File: src/rtl/game_period_sequencer.sv
// ---------------------------------------------------------------------------
// game_period_sequencer
//
// Purpose:
//   Steps one game round through the prelim, game, answer and post periods.
//   Each period is timed in one-second ticks derived from a prescaled clock.
//   A one-cycle entry strobe is issued per period for the current-period
//   latch. The seconds remaining in the current period are exported for the
//   display. The answer period can end early on answerDone. abortReq returns
//   the block to IDLE from any state.
//
// Optional feature (macro SEQ_PAUSE_EN):
//   When defined, a `pause` input is added. While it is high, the prescaler
//   and secLeft hold and no tick is generated. answerDone, abortReq and
//   startReq still act while paused.
//
// Parameters:
//   TICK_DIV    Clk100M cycles per one-second tick (>= 2)
//   PRELIM_SECS prelim period length in ticks (1..255)
//   GAME_SECS   game period length in ticks (1..255)
//   ANSWER_SECS answer timeout in ticks (1..255)
//   POST_SECS   post period length in ticks (1..255)
//
// Ports:
//   Clk100M    in   system clock
//   RstN       in   asynchronous active-low reset
//   startReq   in   starts a round (sampled only in IDLE)
//   answerDone in   ends the answer period early (ANSWER only)
//   abortReq   in   returns to IDLE from any state; highest priority
//   pause      in   freezes timing (only with SEQ_PAUSE_EN)
//   prelimSig  out  one-cycle strobe on entry to PRELIM
//   gameSig    out  one-cycle strobe on entry to GAME
//   answerSig  out  one-cycle strobe on entry to ANSWER
//   postSig    out  one-cycle strobe on entry to POST
//   busy       out  high in every state except IDLE
//   secLeft    out  ticks remaining in the current period, 0 in IDLE
// ---------------------------------------------------------------------------
module game_period_sequencer #(
  parameter int unsigned TICK_DIV    = 100000000,
  parameter int unsigned PRELIM_SECS = 5,
  parameter int unsigned GAME_SECS   = 30,
  parameter int unsigned ANSWER_SECS = 10,
  parameter int unsigned POST_SECS   = 5
) (
  input  logic       Clk100M,
  input  logic       RstN,
  input  logic       startReq,
  input  logic       answerDone,
  input  logic       abortReq,
`ifdef SEQ_PAUSE_EN
  input  logic       pause,
`endif
  output logic       prelimSig,
  output logic       gameSig,
  output logic       answerSig,
  output logic       postSig,
  output logic       busy,
  output logic [7:0] secLeft
);

  localparam int unsigned PW = (TICK_DIV > 1) ? $clog2(TICK_DIV) : 1;
  localparam logic [PW-1:0] PRESC_MAX = PW'(TICK_DIV - 1);

  localparam logic [7:0] PRELIM_LOAD = 8'(PRELIM_SECS);
  localparam logic [7:0] GAME_LOAD   = 8'(GAME_SECS);
  localparam logic [7:0] ANSWER_LOAD = 8'(ANSWER_SECS);
  localparam logic [7:0] POST_LOAD   = 8'(POST_SECS);

  typedef enum logic [2:0] {
    S_IDLE,
    S_PRELIM,
    S_GAME,
    S_ANSWER,
    S_POST
  } state_t;

  state_t        state_q, state_d;
  logic [PW-1:0] presc_q, presc_d;
  logic [7:0]    sec_q,   sec_d;
  // Entry strobes packed as {prelim, game, answer, post}.
  logic [3:0]    strobe_q, strobe_d;
  logic          busy_q,   busy_d;

  logic run;
  logic tick;
  logic expire;

`ifdef SEQ_PAUSE_EN
  assign run = ~pause;
`else
  assign run = 1'b1;
`endif

  // A tick is the cycle in which the prescaler wraps back to 0.
  assign tick   = run && (state_q != S_IDLE) && (presc_q == PRESC_MAX);
  // Final tick of a period: leave the state instead of decrementing to 0.
  assign expire = tick && (sec_q == 8'd1);

  always_comb begin
    state_d  = state_q;
    presc_d  = presc_q;
    sec_d    = sec_q;
    strobe_d = 4'b0000;

    // Free-running prescaler and countdown inside a timed state.
    if ((state_q != S_IDLE) && run) begin
      presc_d = tick ? '0 : presc_q + 1'b1;
      if (tick && (sec_q > 8'd1)) begin
        sec_d = sec_q - 8'd1;
      end
    end

    case (state_q)
      S_IDLE: begin
        if (startReq) begin
          state_d  = S_PRELIM;
          sec_d    = PRELIM_LOAD;
          presc_d  = '0;
          strobe_d = 4'b1000;
        end
      end
      S_PRELIM: begin
        if (expire) begin
          state_d  = S_GAME;
          sec_d    = GAME_LOAD;
          presc_d  = '0;
          strobe_d = 4'b0100;
        end
      end
      S_GAME: begin
        if (expire) begin
          state_d  = S_ANSWER;
          sec_d    = ANSWER_LOAD;
          presc_d  = '0;
          strobe_d = 4'b0010;
        end
      end
      S_ANSWER: begin
        // An answer and a timeout in the same cycle collapse into one entry.
        if (answerDone || expire) begin
          state_d  = S_POST;
          sec_d    = POST_LOAD;
          presc_d  = '0;
          strobe_d = 4'b0001;
        end
      end
      S_POST: begin
        if (expire) begin
          state_d = S_IDLE;
          sec_d   = 8'd0;
          presc_d = '0;
        end
      end
      default: begin
        state_d = S_IDLE;
        sec_d   = 8'd0;
        presc_d = '0;
      end
    endcase

    // Abort overrides everything above, including a start from IDLE.
    if (abortReq) begin
      state_d  = S_IDLE;
      sec_d    = 8'd0;
      presc_d  = '0;
      strobe_d = 4'b0000;
    end

    busy_d = (state_d != S_IDLE);
  end

  always_ff @(posedge Clk100M or negedge RstN) begin
    if (!RstN) begin
      state_q  <= S_IDLE;
      presc_q  <= '0;
      sec_q    <= 8'd0;
      strobe_q <= 4'b0000;
      busy_q   <= 1'b0;
    end else begin
      state_q  <= state_d;
      presc_q  <= presc_d;
      sec_q    <= sec_d;
      strobe_q <= strobe_d;
      busy_q   <= busy_d;
    end
  end

  assign prelimSig = strobe_q[3];
  assign gameSig   = strobe_q[2];
  assign answerSig = strobe_q[1];
  assign postSig   = strobe_q[0];
  assign busy      = busy_q;
  assign secLeft   = sec_q;

endmodule

File: config.mk
export PLATFORM = sky130hd
export DESIGN_NAME = game_period_sequencer
export DESIGN_NICKNAME = d
export VERILOG_FILES = /design/src/rtl/game_period_sequencer.sv
export SDC_FILE = /design/constraint.sdc
export NUM_CORES = 1
export LEC_CHECK = 0
export CORE_MARGIN = 5
export CORE_UTILIZATION = 58
export CTS_CLUSTER_DIAMETER = 50
export DETAILED_ROUTE_END_ITERATION = 10
export PLACE_DENSITY = 0.88
export SLEW_MARGIN = 25
export SYNTH_ARGS = -nofsm -noshare
export SYNTH_HDL_FRONTEND = slang
export SYNTH_SLANG_ARGS = --single-unit
File: constraint.sdc
create_clock -name Clk100M -period 2.7 [get_ports Clk100M]
set_input_delay 0.81 -clock Clk100M [delete_from_list [all_inputs] [get_ports Clk100M]]
set_output_delay 0.81 -clock Clk100M [all_outputs]
set_load 0.05 [all_outputs]
-- After elaboration in Yosys (flattened, before gate mapping)
Cells that the tools add are included.
- output and inout bits: 13
- flip-flop bits (word level): 43
- word-level logic and storage cells: 51
- input bits: 5
- equality and inequality tests: 6
- muxes and demuxes: 29
- $lt $le $gt $ge: 1
- add/sub/neg operators: 2
- reductions and logical operators: 8
- operators by type and width (operator ; count):
    $mux 27 ; 6
    $pmux 27 s3 ; 1
    $mux 8 ; 8
    $pmux 8 s5 ; 1
    $add 27x1->27 const B ; 1
    $eq 27x27->1 const B ; 1
    $mux 3 ; 7
    $pmux 4 s4 ; 1
    $pmux 3 s5 ; 1
    $eq 8x1->1 const B ; 1
    $gt 8x1->1 const B ; 1
    $mux 4 ; 2
    $sub 8x1->8 const B ; 1
    $eq 3x2->1 const B ; 2
    $reduce_bool 3->1 ; 2
    $eq 3x1->1 const B ; 1
    $eq 3x3->1 const B ; 1
    $logic_and 1x1->1 ; 3
    $logic_not 3->1 ; 1
    $reduce_or 3->1 ; 1
    $mux 2 ; 1
    $logic_or 1x1->1 ; 1
    $mux 1 ; 1

-- Depth between registers and ports, before layout
- depth after elaboration: 8
- gate-level depth with buffers: 8
- depth with buffers taken out: 8

-- Worst setup path after synthesis
No wires, ideal clock.
- path type: register -> register
- start: register presc_q[10]
- end: register sec_q[7], in the netlist secLeft[7]
- setup time: 0.153 ns
- arrival: 2.138 ns
- required time: 2.547 ns
- stages on the path, launching flop included: 7
- path slack: 0.409 ns
- path buffers: 0
- clock period less this slack: 2.291 ns
- cells stage by stage: dfrtp_1 or4b_4 nor4_4 nand3_4 or3_4 o31ai_1 a31oi_1
- cells in the longest elaborated chain, start to end: 8
- elaborated cells on any way between the ends: 14
- those cells by class: eq/ne: 1; mux: 9; reduce/logical: 4
- RTL lines (element ; RTL line ; RTL):
    from (decl) ; 78 ; logic [PW-1:0] presc_q, presc_d;
    from (signal assigned) ; 181 ; presc_q <= presc_d;
    $eq 27x27->1 * ; 95 ; assign tick = run && (state_q != S_IDLE) && (presc_q == PRESC_MAX);
    $logic_and 1x1->1 * ; 95 ;
    $logic_and 1x1->1 ; 108 ; if (tick && (sec_q > 8'd1)) begin
    $mux 8 ; 108 ;
    $mux 8 ; 106 ; if ((state_q != S_IDLE) && run) begin
    $mux 8, on equally long branches ; - ;
    $pmux 8 s5 * ; 113 ; case (state_q)
    $mux 8 * ; 162 ; if (abortReq) begin
    net sec_d[7] ; 79 ; logic [7:0] sec_q, sec_d;
    to (signal assigned) ; 176 ; sec_q <= 8'd0;
    to (signal assigned) ; 182 ; sec_q <= sec_d;
    to (decl) ; 79 ;
The timed path passes the listed nets; every way through them passes the cells marked *.

-- Final worst setup path
- start: register sec_q[4], in the netlist secLeft[4]
- end: output port secLeft[4]
- RTL lines (element ; RTL line ; RTL):
    to (decl) ; 58 ; output logic [7:0] secLeft
No word-level cell between the ends.

==> out/metrics.cfg <==
[floorplan]
fp.dieArea_um2=5590
floorplan.io_pins=18
core-area_um2=4030
initial_core_util=0.604
die_width_um=74.8
die_h_um=74.8
placement_rows=23

[flow_run]
cap_viol_max_count=0

[timing]
timing.final.crit_share=0.928
worst_pin_slew_ns=0.545
worst_clock_skew_ns=0.0108
finalCriticalPeriod_ns=2.51
setup_violations=0
report.final.hold_viol_count=0
setup_repair_after_global_routing_missed_its_margin=no
tightest_hold_margin_ns=0.529
timing.setup.tns_ns=0
timing_max_transition_violations_final=0
timing.fmax_ghz=0.399
slew_headroom=0.637

[worst_setup_path]
startpoint_type=flop
endpoint_kind=primary output
timing.setup.critical_path_class=flop to primary output
worst-endpoint-arrival_ns=1.70
max_stage_delay_ns=0.87
timing.critical_path.max_delay_family=buffers and inverters
cp_num_buf_inv=1
critical_path.cell_chain=clkdlybuf4s50_1
slowest_stage=sky130_fd_sc_hd__clkdlybuf4s50_1
critical_path.max_fanout=10
critical_path_required_ns=1.89

[grt]
grt_start_max_net_pins=44
grtUsageTotal=0.224
grt_overflow_total=0
number_of_antenna_violations_at_the_first_check_in_global_routing=0
first_global_vias=2111
wire_length_of_the_first_global_routing_pass_mm=9.65

[clocking]
tritoncts=done
postCtsHoldBufs=0
cts_max_path_buffers=2
num_clock_sinks=43
cts_setup_buffers=0
clock_latency_ns=0.30
postCtsResizedCells=0
ctsRootBufferMaster=sky130_fd_sc_hd__clkbuf_8
htree_num_levels=2
tritoncts.num_buffers=5
cts.reportedPaths.clkPinSlew_ns=0.08

[synth]
synth_edf_count=0
syn_nets=279
ys_ff_latch=43
netlist-cell-type-count=50
share_of_the_yosys_chip_area_belonging_to_registers=0.442
synth_flop_cell=sky130_fd_sc_hd__dfrtp_1
ys_warn_count=0
post_syn_area_um2=2430
async_set_or_reset_register_ratio_after_synthesis=1.00
synth_cells=271
synth_area_per_cell_um2=8.98

[routing]
postRouteWirelength_mm=5.40
detailedRoute.firstIterationViolations=116
vias_per_cell=5.84
final_antenna_net_count=0
wl_per_cell_um=15.5
detailedRoute.firstPassIterationCount=4
vias=2037
remaining_routing_drc_violations=0

[layout]
register_area_um2=1080
stdcell_area_um2=2840
final_net_count=306
fill_cell_instance_count_of_the_final_layout=317
drive_gt1_frac=0.120
antenna-diode-count=0
utilization=0.705
leading_cell_type_in_the_layout_fill_and_taps_excluded=sky130_fd_sc_hd__nor2_1
area_growth_pct=16.7
multi_input_logic_area_um2=1280
layout.cells.most_common_list=51 x sky130_fd_sc_hd__nor2_1, 43 x sky130_fd_sc_hd__dfrtp_1, 23 x sky130_fd_sc_hd__nand2_1, 16 x sky130_fd_sc_hd__clkdlybuf4s50_1

[placed_design]
io_buffers=17
detailedPlacementHpwl_mm=3.75
finalWeightedCongestion=0.917
place_area_um2=2730

[min_path]
hold_class=flop to flop

[power_and_ir_drop]
fin_total_pwr_mw=1.36
power.leakage_nw=1.15
cellPowerDensity_nw_per_um2=477
largest_vdd_supply_drop_mv=0.311

[run_status]
status=completed

## cells in the mapped netlist (2+ instances only)
library cell                n  area, um2
sky130_fd_sc_hd__o211ai_1   3       22.5
sky130_fd_sc_hd__buf_2      2       10.0
sky130_fd_sc_hd__or2_2      3       18.8
sky130_fd_sc_hd__nor4_1     2       12.5
sky130_fd_sc_hd__a21o_1     2       15.0
sky130_fd_sc_hd__nor4_4     2       42.5
sky130_fd_sc_hd__nand4_1    3       18.8
sky130_fd_sc_hd__a21oi_1   14       70.1
sky130_fd_sc_hd__nor3b_1    2       15.0
sky130_fd_sc_hd__xor2_1    11       96.3
sky130_fd_sc_hd__clkbuf_1   6       22.5
sky130_fd_sc_hd__and2_1     2       12.5
sky130_fd_sc_hd__nor3_1    11       55.1
sky130_fd_sc_hd__dfrtp_1   43       1080
sky130_fd_sc_hd__nor2_1    51        191
sky130_fd_sc_hd__o221ai_1   2       17.5
sky130_fd_sc_hd__nand3_1   11       55.1
sky130_fd_sc_hd__o21ai_0    8       40.0
sky130_fd_sc_hd__inv_1     13       48.8
sky130_fd_sc_hd__nor3_2     2       20.0
sky130_fd_sc_hd__nand2b_1   4       25.0
sky130_fd_sc_hd__ha_1       3       37.5
sky130_fd_sc_hd__nand2_1   23       86.3
sky130_fd_sc_hd__a31oi_1    4       25.0
sky130_fd_sc_hd__or3_1      5       31.3
sky130_fd_sc_hd__and3_1     2       12.5
sky130_fd_sc_hd__xnor2_1   14        123
## sequential cells by signal, indices dropped and copies added, names as in the netlist
| signal | flops |
|---|---|
| secLeft | 8 |
| state_q | 3 |
| busy | 1 |
| presc_q | 27 |
| strobe_q | 4 |
## worst paths after layout
kind                        startpoint     endpoint  slack [ns]  cells past startpoint
min in group asynchronous         RstN  presc_q[13]        0.57                      2
max in group asynchronous         RstN   secLeft[4]        1.75                      2
hold / removal              secLeft[7]   secLeft[7]        0.53                      1
hold reg to reg             secLeft[7]   secLeft[7]        0.53                      1
setup / recovery            secLeft[4]   secLeft[4]        0.19                      1
setup reg to reg           presc_q[10]   secLeft[7]        0.21                      6
## metal layers
layer / up-vias / wire, um / track usage
met5: - / 0 / 0
met4: 0 / 121 / 0.0771
met3: 16 / 207 / 0.0521
met2: 46 / 2690 / 0.371
met1: 978 / 2380 / 0.290
li1: 997 / - / -
## cell type report
cell class                      instances  share of cell area
Multi-Input combinational cell        207               0.450
Sequential cell                        43               0.379
Timing Repair Buffer                   28              0.0916
Clock buffer                            5              0.0242
Tap cell                               50              0.0220
Inverter                               13              0.0172
Clock inverter                          3              0.0167
## where the power goes
group	total, mW	switching (mW)	internal (mW)
Combinational	0.178	0.118	0.0598
Clock	0.517	0.236	0.280
Sequential	0.662	0.00893	0.653
## logic make-up after synthesis
group / Yosys count / share of synthesized area
AO/OA/AOI/OAI: 43 / 0.118
buffers and inverters: 21 / 0.0334
XOR/XNOR: 25 / 0.0899
adder cells (fa/ha/maj): 3 / 0.0154
flip-flops: 43 / 0.442
AND/OR/NAND/NOR: 136 / 0.301
## through the flow
step | cells | setup WS (ns)
floorplan | 271 | 0.409
global placement | 341 | 0.260
detailed placement | 341 | 0.190
CTS | 349 | 0.189
global route | 349 | 0.102
finish | 349 | 0.195
(Power assumes the default switching activity.)
